[config.mk]
export PLATFORM = sky130hd
export DESIGN_NAME = layer_mvm_par
export DESIGN_NICKNAME = d
export VERILOG_FILES = /design/src/rtl/layer_mvm_par.sv
export SDC_FILE = /design/constraint.sdc
export NUM_CORES = 2
export LEC_CHECK = 0
export ABC_AREA = 1
export CAP_MARGIN = 20
export CORE_MARGIN = 4
export CORE_UTILIZATION = 45
export CTS_BUF_LIST = sky130_fd_sc_hd__clkbuf_8
export DETAILED_ROUTE_END_ITERATION = 8
export GPL_TIMING_DRIVEN = 0
export PLACE_DENSITY = 0.72
export SLEW_MARGIN = 20
export SYNTH_ARGS = -nofsm -noshare
export SYNTH_HDL_FRONTEND = slang
export SYNTH_SLANG_ARGS = --single-unit
[constraint.sdc]
create_clock -name clk -period 10.7 [get_ports clk]
set_input_delay 2.14 -clock clk [delete_from_list [all_inputs] [get_ports clk]]
set_output_delay 2.14 -clock clk [all_outputs]
set_load 0.05 [all_outputs]
[src/rtl/layer_mvm_par.sv]
// Fully-connected layer engine y = f(W*x + b). P MAC lanes share one x buffer while
// weights and biases stream from external synchronous ROMs, one row group at a time.

module layer_mvm_lane #(
  parameter int T    = 16,
  parameter int AW   = 35,
  parameter int RELU = 1,
  parameter int SAT  = 1
) (
  input  logic         clk,
  input  logic         reset,
  input  logic         ld_bias,
  input  logic         ld_prod,
  input  logic         acc_en,
  input  logic [T-1:0] b,
  input  logic [T-1:0] w,
  input  logic [T-1:0] x,
  output logic [T-1:0] fin
);
  logic signed [AW-1:0]  acc, sum, r, maxv, minv;
  logic signed [2*T-1:0] prod, we, xe;

  assign we   = {{T{w[T-1]}}, w};
  assign xe   = {{T{x[T-1]}}, x};
  assign sum  = acc + {{(AW-2*T){prod[2*T-1]}}, prod};
  assign maxv = {{(AW-T+1){1'b0}}, {(T-1){1'b1}}};
  assign minv = {{(AW-T+1){1'b1}}, {(T-1){1'b0}}};

  always_ff @(posedge clk) begin
    if (reset) begin
      acc  <= '0;
      prod <= '0;
    end else begin
      if (ld_bias)     acc <= {{(AW-T){b[T-1]}}, b};
      else if (acc_en) acc <= sum;
      if (ld_prod)     prod <= we * xe;
    end
  end

  // Sampled on the last MAC cycle of a group, so the final product is folded in here.
  always_comb begin
    r = sum;
    if (RELU != 0 && sum[AW-1]) r = '0;
    fin = r[T-1:0];
    if (SAT != 0) begin
      if (r > maxv)      fin = maxv[T-1:0];
      else if (r < minv) fin = minv[T-1:0];
    end
  end
endmodule

module layer_mvm_par #(
  parameter int M    = 8,
  parameter int N    = 4,
  parameter int T    = 16,
  parameter int P    = 2,
  parameter int RELU = 1,
  parameter int SAT  = 1,
  localparam int G   = M / P,
  localparam int WAW = (G*N > 1) ? $clog2(G*N) : 1,
  localparam int BAW = (G > 1) ? $clog2(G) : 1
) (
  input  logic           clk,
  input  logic           reset,
  input  logic           s_valid,
  output logic           s_ready,
  input  logic [T-1:0]   data_in,
  output logic           m_valid,
  input  logic           m_ready,
  output logic [T-1:0]   data_out,
  output logic [WAW-1:0] w_addr,
  input  logic [P*T-1:0] w_data,
  output logic [BAW-1:0] b_addr,
  input  logic [P*T-1:0] b_data,
  output logic           busy
);
  localparam int AW = 2*T + $clog2(N) + 1;
  localparam int XW = (N > 1) ? $clog2(N) : 1;
  localparam int CW = $clog2(N + 2);
  localparam int OW = (M > 1) ? $clog2(M) : 1;

  typedef enum logic {FILL, FULL} in_state_t;
  typedef enum logic [1:0] {IDLE, MAC, OUT} cmp_state_t;

  in_state_t           in_st;
  cmp_state_t          cst;
  logic [XW-1:0]       cnt, xi;
  logic [T-1:0]        xbuf [N];
  logic [T-1:0]        xcur;
  logic [CW-1:0]       cyc;
  logic [OW-1:0]       oidx;
  logic [M-1:0][T-1:0] y;
  logic [P-1:0][T-1:0] fin;
  logic                grp_end, mac_last, ld_bias, ld_prod, acc_en;

  assign grp_end  = (cst == MAC) && (cyc == CW'(N + 1));
  assign mac_last = grp_end && (b_addr == BAW'(G - 1));
  assign ld_bias  = (cst == MAC) && (cyc == CW'(1));
  assign ld_prod  = (cst == MAC) && (cyc != '0) && (int'(cyc) <= N);
  assign acc_en   = (cst == MAC) && (int'(cyc) >= 2);
  assign xi       = XW'(cyc - CW'(1));
  assign xcur     = xbuf[xi];

  assign s_ready  = (in_st == FILL) && !reset;
  assign m_valid  = (cst == OUT);
  assign data_out = y[oidx];
  assign busy     = (cnt != '0) || (in_st == FULL) || (cst != IDLE);

  // x buffer is released as soon as the last group's MAC finishes, so the next
  // vector loads while results drain.
  always_ff @(posedge clk) begin
    if (reset) begin
      in_st <= FILL;
      cnt   <= '0;
    end else if (in_st == FILL) begin
      if (s_valid) begin
        xbuf[cnt] <= data_in;
        if (cnt == XW'(N - 1)) begin
          in_st <= FULL;
          cnt   <= '0;
        end else begin
          cnt <= cnt + XW'(1);
        end
      end
    end else if (mac_last) begin
      in_st <= FILL;
    end
  end

  always_ff @(posedge clk) begin
    if (reset) begin
      cst    <= IDLE;
      cyc    <= '0;
      w_addr <= '0;
      b_addr <= '0;
      oidx   <= '0;
      y      <= '0;
    end else begin
      case (cst)
        IDLE: if (in_st == FULL) begin
          cst    <= MAC;
          cyc    <= '0;
          w_addr <= '0;
          b_addr <= '0;
        end
        MAC: begin
          if (grp_end) begin
            cyc <= '0;
            for (int i = 0; i < M; i++)
              if (int'(b_addr) == i / P) y[i] <= fin[i % P];
            if (b_addr == BAW'(G - 1)) begin
              cst    <= OUT;
              oidx   <= '0;
              w_addr <= '0;
              b_addr <= '0;
            end else begin
              w_addr <= w_addr + WAW'(1);
              b_addr <= b_addr + BAW'(1);
            end
          end else begin
            cyc <= cyc + CW'(1);
            // Address advances for columns 1..N-1; it then holds until the next group.
            if (int'(cyc) < N - 1) w_addr <= w_addr + WAW'(1);
          end
        end
        OUT: if (m_ready) begin
          if (oidx == OW'(M - 1)) begin
            oidx <= '0;
            cst  <= (in_st == FULL) ? MAC : IDLE;
          end else begin
            oidx <= oidx + OW'(1);
          end
        end
        default: cst <= IDLE;
      endcase
    end
  end

  for (genvar k = 0; k < P; k++) begin : g_lane
    layer_mvm_lane #(.T(T), .AW(AW), .RELU(RELU), .SAT(SAT)) u_lane (
      .clk     (clk),
      .reset   (reset),
      .ld_bias (ld_bias),
      .ld_prod (ld_prod),
      .acc_en  (acc_en),
      .b       (b_data[k*T +: T]),
      .w       (w_data[k*T +: T]),
      .x       (xcur),
      .fin     (fin[k])
    );
  end
endmodule
After elaboration in Yosys (flattened, before gate mapping)
Memories as Yosys holds them, arrays and structs flattened.
Index checks and enable logic that the tools add are counted.
{"block": "totals", "ff_bits": 279, "mem_bits_rw": 64, "output_inout_bits": 25, "wordCells": 128, "memories": 1}
{"block": "classes", "add_sub_neg": 8, "mul": 2, "order_cmp": 8, "n_eq_ne": 16, "mux": 45, "n_bitwise": 1, "n_reduce_logical": 28}
{"memory": "xbuf", "depth": 4, "width": 16, "read_ports": 1, "rd_ports_with_merged_regs": 0, "write_ports": 1, "line_no": "88", "text": "logic [T-1:0] xbuf [N];"}
{"cell": "$mux W35", "n": 4}
{"cell": "$mux W16", "n": 5}
{"cell": "$add A35 B35 Y35", "n": 2}
{"cell": "$lt A35 B16 Y1 const B", "n": 2}
{"cell": "$gt A34 B15 Y1 const B", "n": 2}
{"cell": "$mux W34", "n": 2}
{"cell": "$mul A16 B16 Y32", "n": 2}
{"cell": "$bmux W16 S3", "n": 1}
{"cell": "$mux W2", "n": 9}
{"cell": "$mux W3", "n": 6}
{"cell": "$reduce_and A3 Y1", "n": 6}
{"cell": "$mux W4", "n": 4}
{"cell": "$pmux W3 S2", "n": 2}
{"cell": "$eq A2 B2 Y1 const B", "n": 5}
{"cell": "$reduce_bool A2 Y1", "n": 5}
{"cell": "$mux W1", "n": 9}
{"cell": "$pmux W4 S2", "n": 1}
{"cell": "$logic_and A1 B1 Y1", "n": 7}
{"cell": "$add A3 B1 Y3 const B", "n": 2}
{"cell": "$eq A3 B3 Y1 const B", "n": 2}
{"cell": "$ne A2 B1 Y1 const B", "n": 3}
{"cell": "$pmux W2 S3", "n": 1}
{"cell": "$reduce_and A5 Y1", "n": 1}
{"cell": "$add A2 B1 Y2 const B", "n": 2}
{"cell": "other kinds (18)", "n": 23}

Logic depth before layout (Yosys ltp)
{"block": "depth", "word_depth": 5, "depth_mapped": 37}

By module
A second synthesis with hierarchy kept.
{"block": "unflattened", "hier_cells": 5611, "hier_area_um2": 40716.6}
{"mod": "layer_mvm_lane (g_lane[0].u_lane)", "instances": 1, "cells_each": 2282, "area_per_inst_um2": 15980.3, "seq_area_each_um2": 1341.3}
{"mod": "layer_mvm_lane (g_lane[1].u_lane)", "instances": 1, "cells_each": 2216, "area_per_inst_um2": 15692.6, "seq_area_each_um2": 1341.3}
{"mod": "layer_mvm_par", "instances": 1, "cells_each": 1113, "area_per_inst_um2": 9043.7, "seq_area_each_um2": 4824.6}

Worst setup path before layout
OpenSTA, ideal clock, no wires.
{"block": "synth_timing", "path_type": "flip-flop to flip-flop", "from": "reg cyc[0]", "to": "reg g_lane[0].u_lane.prod[25]", "setup_time_ns": 0.058, "arrival_ns": 7.638, "t_required_ns": 10.642, "path_slack_ns": 3.004, "stages_incl_launch_ff": 36, "n_path_buf": 5, "synth_period_minus_slack_ns": 7.696, "cell_sequence": "dfxtp_1 -> clkbuf_1 -> clkinv_1 -> clkbuf_1 -> ha_1 -> clkbuf_1 -> clkinv_1 -> clkbuf_1 -> nand3_1 -> nand2_1 -> inv_1 -> clkbuf_1 -> nand2_1 -> fa_1 -> inv_1 -> fa_1 -> inv_1 -> fa_1 -> inv_1 -> fa_1 -> fa_1 -> inv_1 -> fa_1 -> inv_1 -> ha_1 -> nand2_1 -> nor2_1 -> nand3_1 -> nand3_1 -> a21oi_1 -> o21ai_0 -> a21oi_1 -> or2_2 -> nand3_1 -> o211ai_1 -> inv_1"}
{"block": "synth_between", "elab_chain_len": 3, "word_cells_on_any_way": 7, "cone_classes": "add/sub: 1; mul: 1; order compare: 1; reduce/logical: 3; memory: 1"}
{"element": "from (decl)", "line_no": "90", "text": "logic [CW-1:0] cyc;"}
{"element": "from (signal assigned)", "line_no": "161", "text": "cyc <= cyc + CW'(1);"}
{"element": "$sub A2 B1 Y2 or $reduce_bool A3 Y1 (tied branches)", "line_no": "101, 99"}
{"element": "$mem_v2 Z4 W16 or $logic_and A1 B1 Y1 (tied branches)"}
{"element": "$mul A16 B16 Y32 or $logic_and A1 B1 Y1 (tied branches)", "line_no": "36, 99"}
{"element": "to (signal assigned)", "line_no": "36", "text": "if (ld_prod) prod <= we * xe;"}
{"element": "to (decl)", "line_no": "21", "text": "logic signed [2*T-1:0] prod, we, xe;"}
Several ways; a longest one is shown, not always the timed one.
A chain may end at the register's enable or synchronous reset.

Worst setup path in the final report
Ends and elaborated chain as after synthesis.

==> flow_summary.toml <==
[outcome]
status = "finished, final reports clean"

[cts]
clockRootBuffer = "clkbuf_8"
numCtsBuffers = 58
path_clk_slew_ns = 0.07
htreeDepth = 2
cts-hold-fix-buffers = 0
cts_buffer_depth = 3
postCtsSetupRepairBufs = 0
tritoncts = "built"
clkSinkCount = 343
clk_latency_ns = 0.69

[logic_synthesis]
synth-main-ff-cell = "dfxtp_1"
netlist_area_um2 = 39400
ys_types = 51
synth_edf_count = 64
yosysTopAreaCell = "fa_1"
ys_ff_latch = 343
synthCells = 5248
async_flop_share_pct = 0
netlist_top_cells_area = "fa_1 27%, dfxtp_1 14%, inv_1 10%"
yosysWarningCount = 0
syn_avg_cell_area_um2 = 7.50
synth-seq-area-share_pct = 19.1
synth_top_area_share_pct = 26.7
syn-num-nets = 6104

[critical_path]
cpMaxStageDelayCell = "nand2_1"
crit_path_start_kind = "flip-flop"
slowest_delay_ns = 0.65
worst-path-buf-inv = 10
crit_top_cell = "fa_1"
ff2ff_path_depth = 31
critPathMaxFanout = 14
crit_arrival_ns = 10.74
cp-end-kind = "flip-flop"
worstSetupPathType = "flip-flop to flip-flop"
cp_top_family = "adder cells"
worst-path-stages = 31
critPathRequiredTime_ns = 11.33

[global_route]
first_global_vias = 34900
grt-ovfl-total = 0
grt_pass1_wl_mm = 196
track_usage_pct = 26.9
grt_max_degree = 18
grt_antenna_before_repair = 3

[placed_design]
placedCellCount = 6500
place_congestion = 0.994
portBuffers = 94
dpl_cell_area_um2 = 41800
hpwl_mm = 105

[sta]
finClkSkew_ns = 0.0429
period_needed_ns = 10.11
max_freq_mhz = 98.9
setup_tns_ns = 0
finalHoldViolCount = 0
tightest_slew_ns = 0.931
setup_viol = 0
relSlewSlack_pct = 37.3
drv_slew = 0
grt_setup_unrepaired = "no"
layout_worst_path_cycle_share_pct = 94.5

[final_layout]
final_nets = 6258
post-route-util_pct = 49.6
num_antenna_cells = 0
fillCellCount = 8604
final_layout_size_suffix_gt1_share_pct = 3.51
fin_cells = 6604
fin_area_um2 = 43000
synthToLayoutAreaGrowth_pct = 9.18

[detailed_routing]
ant_nets = 0
num_vias = 35100
drt-initial-drc-count = 3434
drc = 0
wl_per_cell_um = 19.0
routed_wl_mm = 125
vias_per_cell = 5.32
dr.pass1.iters = 6

[floorplanning]
rows = 108
start_util_pct = 45.4
io_pins = 109
die_height_um = 304
die_x_um = 304
core-area_um2 = 86800
dieArea_um2 = 92300

[worst_hold_path]
whs_path_depth = 2
hp-class = "flip-flop to flip-flop"

[flow_run]
max-cap-violations = 0
## stage by stage
step | hold slack (ns) | setup WS (ns)
2_1_floorplan | 0.415 | 3.00
3_3_place_gp | 0.427 | 0.178
3_5_place_dp | 0.427 | 0.145
4_1_cts | 0.438 | 0.113
5_1_grt | 0.456 | 0.0794
6_report | 0.438 | 0.586
## worst min-delay path, cell delays in order, from the launching register on
cell,delay (ns)
dfxtp_1,0.31
nand2_1,0.06
nor2_1,0.03
## worst paths after layout
check | from | endpoint | slack, ns
worst max-delay path | cyc[0] | g_lane[0].u_lane.prod[25] | 0.59
worst min-delay path | y[79] | y[79] | 0.44
worst max register to register | cyc[0] | g_lane[0].u_lane.prod[25] | 0.59
worst min register to register | y[79] | y[79] | 0.44
## cells in the mapped netlist, types with 9 or more instances
| library cell | n |
|---|---|
| inv_1 | 1067 |
| nand2_1 | 984 |
| nor2_1 | 614 |
| fa_1 | 526 |
| a21oi_1 | 353 |
| o21ai_0 | 299 |
| dfxtp_1 | 279 |
| ha_1 | 246 |
| clkbuf_1 | 165 |
| nand3_1 | 137 |
| nand4_1 | 94 |
| edfxtp_1 | 64 |
| xnor2_1 | 47 |
| xor2_1 | 47 |
| o21bai_1 | 45 |
| o211ai_1 | 29 |
| nor3_1 | 27 |
| clkinv_1 | 22 |
| buf_1 | 20 |
| a31oi_1 | 19 |
| nand2_2 | 16 |
| a21o_1 | 11 |
| inv_2 | 11 |
| o21ai_1 | 11 |
| buf_2 | 10 |
| nand4_4 | 10 |
| o21a_1 | 10 |
| or2_2 | 10 |
| a211oi_1 | 9 |
## layer usage
layer  share of wire, %  GRT usage [%]  up-vias
met4                3.8           9.02        4
met1                 43           37.7    16700
li1                   -              -    16500
met5              0.022              0        -
met3                9.9           5.43      299
met2                 44           41.9     1599
## what timing repair did
action	CTS	global route
hold endpoints to repair	0	0
gates resized for setup	0	17
endpoints found under the setup margin	0	18
## kinds of logic (layout without fill, tap and decap cells)
logic type / count (synthesis) / after routing / synth area share [%]
compound gates: 806 / 806 / 11.1
xor+xnor: 94 / 94 / 2.09
fa+ha+maj: 772 / 772 / 34.6
buf+inv: 1305 / 1506 / 12.7
flops: 343 / 343 / 19.1
simple gates: 1928 / 1928 / 20.4
## cell usage in the layout (no fill, tap or decap), types with 29 or more instances in the layout
cell type,n
inv_1,1083
nand2_1,982
nor2_1,610
fa_1,525
a21oi_1,353
o21ai_0,299
dfxtp_1,279
ha_1,246
clkbuf_1,158
nand3_1,137
nand4_1,94
clkdlybuf4s50_1,94
edfxtp_1,64
clkbuf_8,63
xnor2_1,47
xor2_1,47
o21bai_1,45
o211ai_1,29
## cell type report
class                   count  area (um2)  share of cell area [%]
plain buffers             202         868                    2.02
clock buffers              63         867                    2.02
clock inverters            44         295                   0.687
inverters                1100        4150                    9.65
multi-input cells        3600       26900                    62.5
flip-flops and latches    343        7510                    17.5
well taps                1155        1450                    3.36
repair buffers             97         978                    2.28
## registers in the layout (all words and copies together), names as in the netlist
register / cells
cnt: 2
g_lane.u_lane.prod: 64
b_addr: 2
cyc: 3
xbuf: 64
cst: 2
w_addr: 4
g_lane.u_lane.acc: 70
y: 128
oidx: 3
in_st: 1
Power is not shown: default switching activity piles up to over one toggle a cycle in this logic, so the estimate is an artifact.
